## config.mk

```make
export PLATFORM = sky130hd
export DESIGN_NAME = bs_add_sched_flat
export DESIGN_NICKNAME = d
export VERILOG_FILES = /design/src/rtl/bs_add_sched_if.sv /design/src/rtl/bs_add_sched.sv /design/src/flat_wrapper.sv
export SDC_FILE = /design/constraint.sdc
export NUM_CORES = 1
export LEC_CHECK = 0
export CORE_ASPECT_RATIO = 1.4
export CORE_MARGIN = 8
export CORE_UTILIZATION = 25
export CTS_CLUSTER_DIAMETER = 150
export DETAILED_ROUTE_END_ITERATION = 16
export PLACE_DENSITY = 0.54
export SLEW_MARGIN = 20
export SYNTH_ARGS = -nofsm -noshare
export SYNTH_HDL_FRONTEND = slang
export SYNTH_SLANG_ARGS = --single-unit
```

## constraint.sdc

```tcl
create_clock -name clk -period 2 [get_ports clk]
set_input_delay 0.5 -clock clk [delete_from_list [all_inputs] [get_ports clk]]
set_output_delay 0.5 -clock clk [all_outputs]
set_load 0.05 [all_outputs]
```

## src/rtl/bs_add_sched_if.sv

```systemverilog
// Bundle of requester, bit-serial adder and result handshake signals for bs_add_sched.
// master = surrounding environment (requesters, adder, result sink); slave = the scheduler.
interface bs_add_sched_if #(
  parameter int unsigned WIDTH = 16
);
  logic             req0_valid;
  logic             req0_ready;
  logic [WIDTH-1:0] req0_a;
  logic [WIDTH-1:0] req0_b;
  logic             req1_valid;
  logic             req1_ready;
  logic [WIDTH-1:0] req1_a;
  logic [WIDTH-1:0] req1_b;
  logic             bs_a;
  logic             bs_b;
  logic             bs_isync;
  logic             bs_q;
  logic             bs_osync;
  logic             rsp_valid;
  logic             rsp_ready;
  logic [WIDTH-1:0] rsp_data;
  logic             rsp_id;

  modport master (
    output req0_valid, req0_a, req0_b, req1_valid, req1_a, req1_b,
    output bs_q, bs_osync, rsp_ready,
    input  req0_ready, req1_ready, bs_a, bs_b, bs_isync,
    input  rsp_valid, rsp_data, rsp_id
  );

  modport slave (
    input  req0_valid, req0_a, req0_b, req1_valid, req1_a, req1_b,
    input  bs_q, bs_osync, rsp_ready,
    output req0_ready, req1_ready, bs_a, bs_b, bs_isync,
    output rsp_valid, rsp_data, rsp_id
  );
endinterface

```

## src/rtl/bs_add_sched.sv

```systemverilog
// Two-requester round-robin scheduler feeding a shared 1-cycle bit-serial adder,
// serializing operands LSB first and reassembling the registered sum bits.
module bs_add_sched #(
  parameter int unsigned WIDTH = 16
) (
  input logic       clk,
  input logic       reset,
  bs_add_sched_if.slave bus
);
  localparam int unsigned CW = $clog2(WIDTH);

  typedef enum logic [1:0] {IDLE, SHIFT, DRAIN, RESP} state_t;

  state_t           state;
  logic [CW-1:0]    cnt;
  logic             last;
  logic             id;
  logic [WIDTH-1:0] sh_a;
  logic [WIDTH-1:0] sh_b;
  logic             a_bit;
  logic             b_bit;
  logic             isync;
  logic             rsp_valid;
  logic [WIDTH-1:0] rsp_data;
  logic             rsp_id;

  logic             grant0;
  logic             grant1;
  logic             take0;
  logic             take1;
  logic [WIDTH-1:0] sel_a;
  logic [WIDTH-1:0] sel_b;

  always_comb begin
    grant0 = bus.req0_valid && (!bus.req1_valid || last);
    grant1 = bus.req1_valid && (!bus.req0_valid || !last);
    take0  = (state == IDLE) && !reset && grant0;
    take1  = (state == IDLE) && !reset && grant1;
    sel_a  = take1 ? bus.req1_a : bus.req0_a;
    sel_b  = take1 ? bus.req1_b : bus.req0_b;
  end

  assign bus.req0_ready = take0;
  assign bus.req1_ready = take1;
  assign bus.bs_a       = a_bit;
  assign bus.bs_b       = b_bit;
  assign bus.bs_isync   = isync;
  assign bus.rsp_valid  = rsp_valid;
  assign bus.rsp_data   = rsp_data;
  assign bus.rsp_id     = rsp_id;

  // rsp_data doubles as the result shift register; it is only meaningful while rsp_valid.
  always_ff @(posedge clk) begin
    if (reset) begin
      state     <= IDLE;
      cnt       <= '0;
      last      <= 1'b1;
      id        <= 1'b0;
      sh_a      <= '0;
      sh_b      <= '0;
      a_bit     <= 1'b0;
      b_bit     <= 1'b0;
      isync     <= 1'b0;
      rsp_valid <= 1'b0;
      rsp_data  <= '0;
      rsp_id    <= 1'b0;
    end else begin
      case (state)
        IDLE: begin
          if (take0 || take1) begin
            a_bit <= sel_a[0];
            b_bit <= sel_b[0];
            sh_a  <= sel_a >> 1;
            sh_b  <= sel_b >> 1;
            isync <= 1'b1;
            cnt   <= '0;
            id    <= take1;
            last  <= take1;
            state <= SHIFT;
          end
        end
        SHIFT: begin
          isync <= 1'b0;
          // Sum bit i returns one cycle after operand bit i, so capture lags by one.
          if (cnt != '0) begin
            rsp_data <= {bus.bs_q, rsp_data[WIDTH-1:1]};
          end
          if (cnt == CW'(WIDTH - 1)) begin
            a_bit <= 1'b0;
            b_bit <= 1'b0;
            state <= DRAIN;
          end else begin
            a_bit <= sh_a[0];
            b_bit <= sh_b[0];
            sh_a  <= sh_a >> 1;
            sh_b  <= sh_b >> 1;
            cnt   <= cnt + CW'(1);
          end
        end
        DRAIN: begin
          rsp_data  <= {bus.bs_q, rsp_data[WIDTH-1:1]};
          rsp_id    <= id;
          rsp_valid <= 1'b1;
          state     <= RESP;
        end
        RESP: begin
          if (bus.rsp_ready) begin
            rsp_valid <= 1'b0;
            state     <= IDLE;
          end
        end
        default: state <= IDLE;
      endcase
    end
  end

  a_osync_aligned: assert property (@(posedge clk) disable iff (reset)
    (state == SHIFT && cnt == CW'(1)) |-> bus.bs_osync);
endmodule

```

## src/flat_wrapper.sv

```systemverilog
// flat-port wrapper written by rule: the top's interface ports become plain ports
module bs_add_sched_flat 
#(
  parameter int unsigned WIDTH = 16
)
  (clk, reset, bus_req0_valid, bus_req0_a, bus_req0_b, bus_req1_valid, bus_req1_a, bus_req1_b, bus_bs_q, bus_bs_osync, bus_rsp_ready, bus_req0_ready, bus_req1_ready, bus_bs_a, bus_bs_b, bus_bs_isync, bus_rsp_valid, bus_rsp_data, bus_rsp_id);
  bs_add_sched_if #(.WIDTH(WIDTH)) bus_i ();
  input logic clk;
  input logic reset;
  input wire logic [$bits(bus_i.req0_valid)-1:0] bus_req0_valid;
  input wire logic [$bits(bus_i.req0_a)-1:0] bus_req0_a;
  input wire logic [$bits(bus_i.req0_b)-1:0] bus_req0_b;
  input wire logic [$bits(bus_i.req1_valid)-1:0] bus_req1_valid;
  input wire logic [$bits(bus_i.req1_a)-1:0] bus_req1_a;
  input wire logic [$bits(bus_i.req1_b)-1:0] bus_req1_b;
  input wire logic [$bits(bus_i.bs_q)-1:0] bus_bs_q;
  input wire logic [$bits(bus_i.bs_osync)-1:0] bus_bs_osync;
  input wire logic [$bits(bus_i.rsp_ready)-1:0] bus_rsp_ready;
  output wire logic [$bits(bus_i.req0_ready)-1:0] bus_req0_ready;
  output wire logic [$bits(bus_i.req1_ready)-1:0] bus_req1_ready;
  output wire logic [$bits(bus_i.bs_a)-1:0] bus_bs_a;
  output wire logic [$bits(bus_i.bs_b)-1:0] bus_bs_b;
  output wire logic [$bits(bus_i.bs_isync)-1:0] bus_bs_isync;
  output wire logic [$bits(bus_i.rsp_valid)-1:0] bus_rsp_valid;
  output wire logic [$bits(bus_i.rsp_data)-1:0] bus_rsp_data;
  output wire logic [$bits(bus_i.rsp_id)-1:0] bus_rsp_id;
  assign bus_i.req0_valid = bus_req0_valid;
  assign bus_i.req0_a = bus_req0_a;
  assign bus_i.req0_b = bus_req0_b;
  assign bus_i.req1_valid = bus_req1_valid;
  assign bus_i.req1_a = bus_req1_a;
  assign bus_i.req1_b = bus_req1_b;
  assign bus_i.bs_q = bus_bs_q;
  assign bus_i.bs_osync = bus_bs_osync;
  assign bus_i.rsp_ready = bus_rsp_ready;
  assign bus_req0_ready = bus_i.req0_ready;
  assign bus_req1_ready = bus_i.req1_ready;
  assign bus_bs_a = bus_i.bs_a;
  assign bus_bs_b = bus_i.bs_b;
  assign bus_bs_isync = bus_i.bs_isync;
  assign bus_rsp_valid = bus_i.rsp_valid;
  assign bus_rsp_data = bus_i.rsp_data;
  assign bus_rsp_id = bus_i.rsp_id;
  bs_add_sched #(.WIDTH(WIDTH)) u_core (.clk(clk), .reset(reset), .bus(bus_i));
endmodule
```

; Word level (Yosys, flattened, before mapping)
; Cells that the tools add are included.
[word_totals]
in_bits = 71
out_inout_bits = 23
regBits = 61
[classes]
n_eq_ne = 9
reduce_logical = 23
addsub = 1
muxes = 27
[op_table]
columns = cell, count
row1 = 16-bit 2-to-1 mux, 7
row2 = 16-bit one-hot mux with 2 select lines, 3
row3 = 4-bit 2-to-1 mux, 2
row4 = 1-bit one-hot mux with 2 select lines, 4
row5 = 2-bit one-hot mux with 4 select lines, 1
row6 = 4-bit one-hot mux with 2 select lines, 1
row7 = 2-bit AND reduction, 4
row8 = 1-bit 2-to-1 mux, 6
row9 = 2-bit 2-to-1 mux, 3
row10 = 2-bit != test (second input constant), 3
row11 = 3-bit AND reduction, 2
row12 = 2-bit nonzero test, 3
row13 = 1-bit logical AND, 5
row14 = 4-bit by 1-bit adder with 4-bit output (second input constant), 1
row15 = 2-bit == test (second input constant), 2
row16 = 4-bit == test (second input constant), 1
row17 = 1-bit zero test, 4
row18 = 2-bit by 1-bit != test with 1-bit output (second input constant), 2
row19 = 4-bit nonzero test, 1
row20 = 1-bit logical OR, 3
row21 = 2-bit by 1-bit == test with 1-bit output (second input constant), 1
row22 = 2-bit zero test, 1

; Depth between registers and ports, before layout
[logic_depth]
depth_word = 7
mapped_depth = 9

; Least setup slack after synthesis
; No wires, ideal clock.
[synth_path]
path_type = reg2out
startpoint = register u_core.state[0]
endpoint = output port bus_req0_ready
setup_slack_ns = -0.214
arrival_time_ns = 1.714
required_time_ns = 1.500
path_stages_with_launch = 7
path_cell_list = dfxtp_1 -> inv_1 -> ha_1 -> buf_2 -> and2b_1 -> nand2_1 -> a21oi_1
[synth_via]
elab_chain_len = 3
[synth_rtl]
columns = item, line
row1 = start: declaration, bs_add_sched.sv:14  ; state_t state;
row2 = start signal: assignment, bs_add_sched.sv:55  ; state <= IDLE;
row3 = start signal: assignment, bs_add_sched.sv:79  ; state <= SHIFT;
row4 = start signal: assignment, bs_add_sched.sv:91  ; state <= DRAIN;
row5 = 2-bit zero test, bs_add_sched.sv:37  ; take0 = (state == IDLE) && !reset && grant0;
row6 = 1-bit logical AND (2 in series), bs_add_sched.sv:37
row7 = end: declaration, flat_wrapper.sv:19  ; output wire logic [$bits(bus_i.req0_ready)-1:0] bus_req0_ready;
; No other way between the ends.

; Final worst setup path
[layout_path]
startpoint = register u_core.state[1]
endpoint = output port bus_req0_ready
; The elaborated chain is that of the path after synthesis.

==> results by group <==
Run status
  • Status: finished, final reports clean

STA
  • Worst Max-Slew Pin Slew: between 0.5 and 0.6 ns
  • Fin. max-slew vios: 0
  • Setup-failing EPs final: 0
  • Setup Total Neg Slack: 0 ns
  • Minimum clock period after layout: 1.95 ns
  • Tcrit/Tclk final: 0.975
  • Relative slew slack: 0.661
  • Fin. Hold Viols: 0
  • RSZ-0062 raised after global routing: true
  • Final Skew: roughly 0.0045 ns
  • Fmax: a little over 500 MHz
  • Worst hold slack: 0.454 ns

Worst setup path
  • Critical path arrival: 1.45 ns
  • CP required: ~1.5 ns
  • Crit path kind: reg2out
  • CP Launch Type: register
  • CP endpoint kind: primary output
  • FF-to-FF setup slack: 0.21 ns
  • Max FO, Critical Path: 5

Yosys
  • Post-synth ARST share: 0
  • Post-Syn Area: 3030 sq um
  • Synth Register Bits: approximately 60
  • Area share of the largest cell type after synthesis: 0.389
  • Seq/Total Area, Yosys: 0.389
  • Yosys warnings: 0
  • Post-Syn Instances: around 340
  • Number of flops mapped to enable cells by yosys: 0
  • Area contributors post-synth: dfxtp_1, mux2i_1, nor2_1
  • Multiplexer share of the synthesized area: 0.158
  • Adder-cell share of the synthesized area: 0.0247
  • Yosys cell types: 37
  • Main combinational cell family by area after synthesis: simple AND/OR/NAND/NOR gates
  • Leading area contributor after synthesis: dfxtp_1
  • Syn_nets: 413
  • Post-Synth Simple-Gate Area: 0.206
  • Synth Area in Compound Gates: 0.165
  • Top FF cell, synth: dfxtp_1
  • XOR/XNOR Fraction of Synth Area: 0
  • Average cell area after synthesis: around 9.0 sq um

GRT
  • Vias in the first global route: around 2,800
  • Grt ovf: 0
  • Largest net degree at the start of global routing: 42
  • First-pass GRT wire length: around 14,000 um
  • Initial antenna violation count: 0
  • Tot GR Track Use: 0.110

Die
  • Io pins: 94
  • Die X-Extent: 109 um
  • Chip height: about 150 um
  • Die ar.: approximately 16,000 sq um
  • Row cnt: 47
  • Core Area: around 12,000 sq um
  • Initial Utilization: 0.257

Drt
  • DR iter-0 viols: between 90 and 100
  • DRT antenna net count: 0
  • WL per Instance: between 10 and 15 um
  • Vias/cell: between 4 and 5
  • DRC: 0
  • Final WL: roughly 8300 um
  • DR pass1 iterations: 4
  • Total number of vias: 2,743

Clock tree
  • Root buffer cell: clkbuf_16
  • Reg clk slew, reported paths: 0.05 ns
  • Hold-fix buffer count after cts: 0
  • CTS tree: built
  • Total CTS buffers: 9
  • Clock latency at the later pin of the worst-skew pair: about 0.32 ns
  • Clock Sinks: 59
  • H-tree levels: 3
  • Maximum clock path buffer count: 2

Placement
  • Port Buffer Count: 92
  • RePlAce Congestion: between 0.7 and 0.8
  • DP HPWL: approximately 6200 um

Final layout
  • Commonest non-fill, non-tap cell in the layout: nor2_1
  • Final design utilization: 0.384
  • Layout cells sized above 1: 0.172
  • Commonest cells after routing, fill and taps aside: nor2_1, clkdlybuf4s50_1, dfxtp_1, mux2i_1, buf_4
  • Filler Cells Inserted: ~1,200
  • # diodes: 0
  • Area Growth Syn to Fin: 49.6%
  • Nets: a little over 500

Job
  • # Max-Cap Violations: 0

Min path
  • Worst hold-check path type: reg2reg

Pwr
  • Worst VDD drop: between 400 and 500 uV
  • Leakage: 1.86 nW
  • Power Dens Cells: approximately 1300 nW/um^2
metrics by stage:
step                      instances  cell area, sq um  setup WS, ns  total power, W
final                           594              4540        0.0507         0.00608
after global routing            594              4540       -0.0242         0.00653
after CTS                       593              4530       0.00286         0.00617
after detailed placement        575              4200        -0.238         0.00454
after global placement          575              4200        -0.227         0.00447
after floorplan                 336              3040        0.0997         0.00372
report_power, final:
group	internal (W)	switching, W
registers	0.00150	0.000167
clock network	0.000997	0.000513
logic	0.00136	0.00154
sequential cells by signal, indices dropped and copies added, names as in the netlist:
signal	count
u_core.bus.rsp_id	1
u_core.last	1
u_core.bus.bs_a	1
u_core.bus.bs_b	1
u_core.bus.rsp_data	16
u_core.cnt	4
u_core.bus.rsp_valid	1
u_core.sh_a	15
u_core.state	2
u_core.sh_b	15
u_core.id	1
u_core.bus.bs_isync	1
cell families after synthesis:
| kind of cell | count (synthesis) |
|---|---|
| flops | 59 |
| compound gates | 57 |
| buf+inv | 31 |
| mux | 48 |
| fa+ha+maj | 6 |
| simple gates | 135 |
cell type report:
class | instances | area [sq um] | area share
tap | 147 | 184 | 0.0405
timing repair buffer | 118 | 1130 | 0.250
clock buffer | 14 | 254 | 0.0559
multi-input combinational | 246 | 1710 | 0.377
inverter | 8 | 37.5 | 0.00827
clock inverter | 2 | 35.0 | 0.00772
sequential | 59 | 1180 | 0.261
Yosys cell counts, types with 2 or more instances:
master	number
nor2_1	83
mux2i_1	48
a311oi_1	2
buf_6	6
inv_1	6
o2bb2ai_1	2
nand2b_1	30
a32o_1	28
a211oi_1	2
dfxtp_1	59
nand2_1	6
nand3_1	8
ha_1	6
clkbuf_1	13
o21ai_0	4
a21oi_1	10
buf_2	3
final timing paths:
| kind | start | endpoint | cells past startpoint |
|---|---|---|---|
| max | u_core.state[1] | bus_req0_ready | 6 |
| min reg2reg | u_core.sh_b[1] | u_core.sh_b[1] | 1 |
| max reg2reg | u_core.state[0] | u_core.sh_a[10] | 9 |
| min | u_core.sh_b[1] | u_core.sh_b[1] | 1 |
what timing repair did:
action                                  4_1_cts  5_1_grt
setup buffers                                 2        1
gates resized for setup                      14        1
pin swaps                                     1        2
endpoints found under the setup margin        2        2
routing by layer:
layer | part of all wire | wire length (um) | track usage
met3 | 0.045 | 377 | 0.0366
met2 | 0.53 | 4370 | 0.187
met1 | 0.41 | 3430 | 0.120
met5 | 0 | 0 | 0
met4 | 0.016 | 129 | 0.0433
worst max-delay path: stages, from the launching register on:
cell	delay (ns)
dfxtp_2	0.33
inv_2	0.08
ha_4	0.16
and2b_2	0.18
nand2_2	0.07
a21oi_4	0.15
buf_12	0.16
No activity file was read; power rests on OpenSTA's default activity.
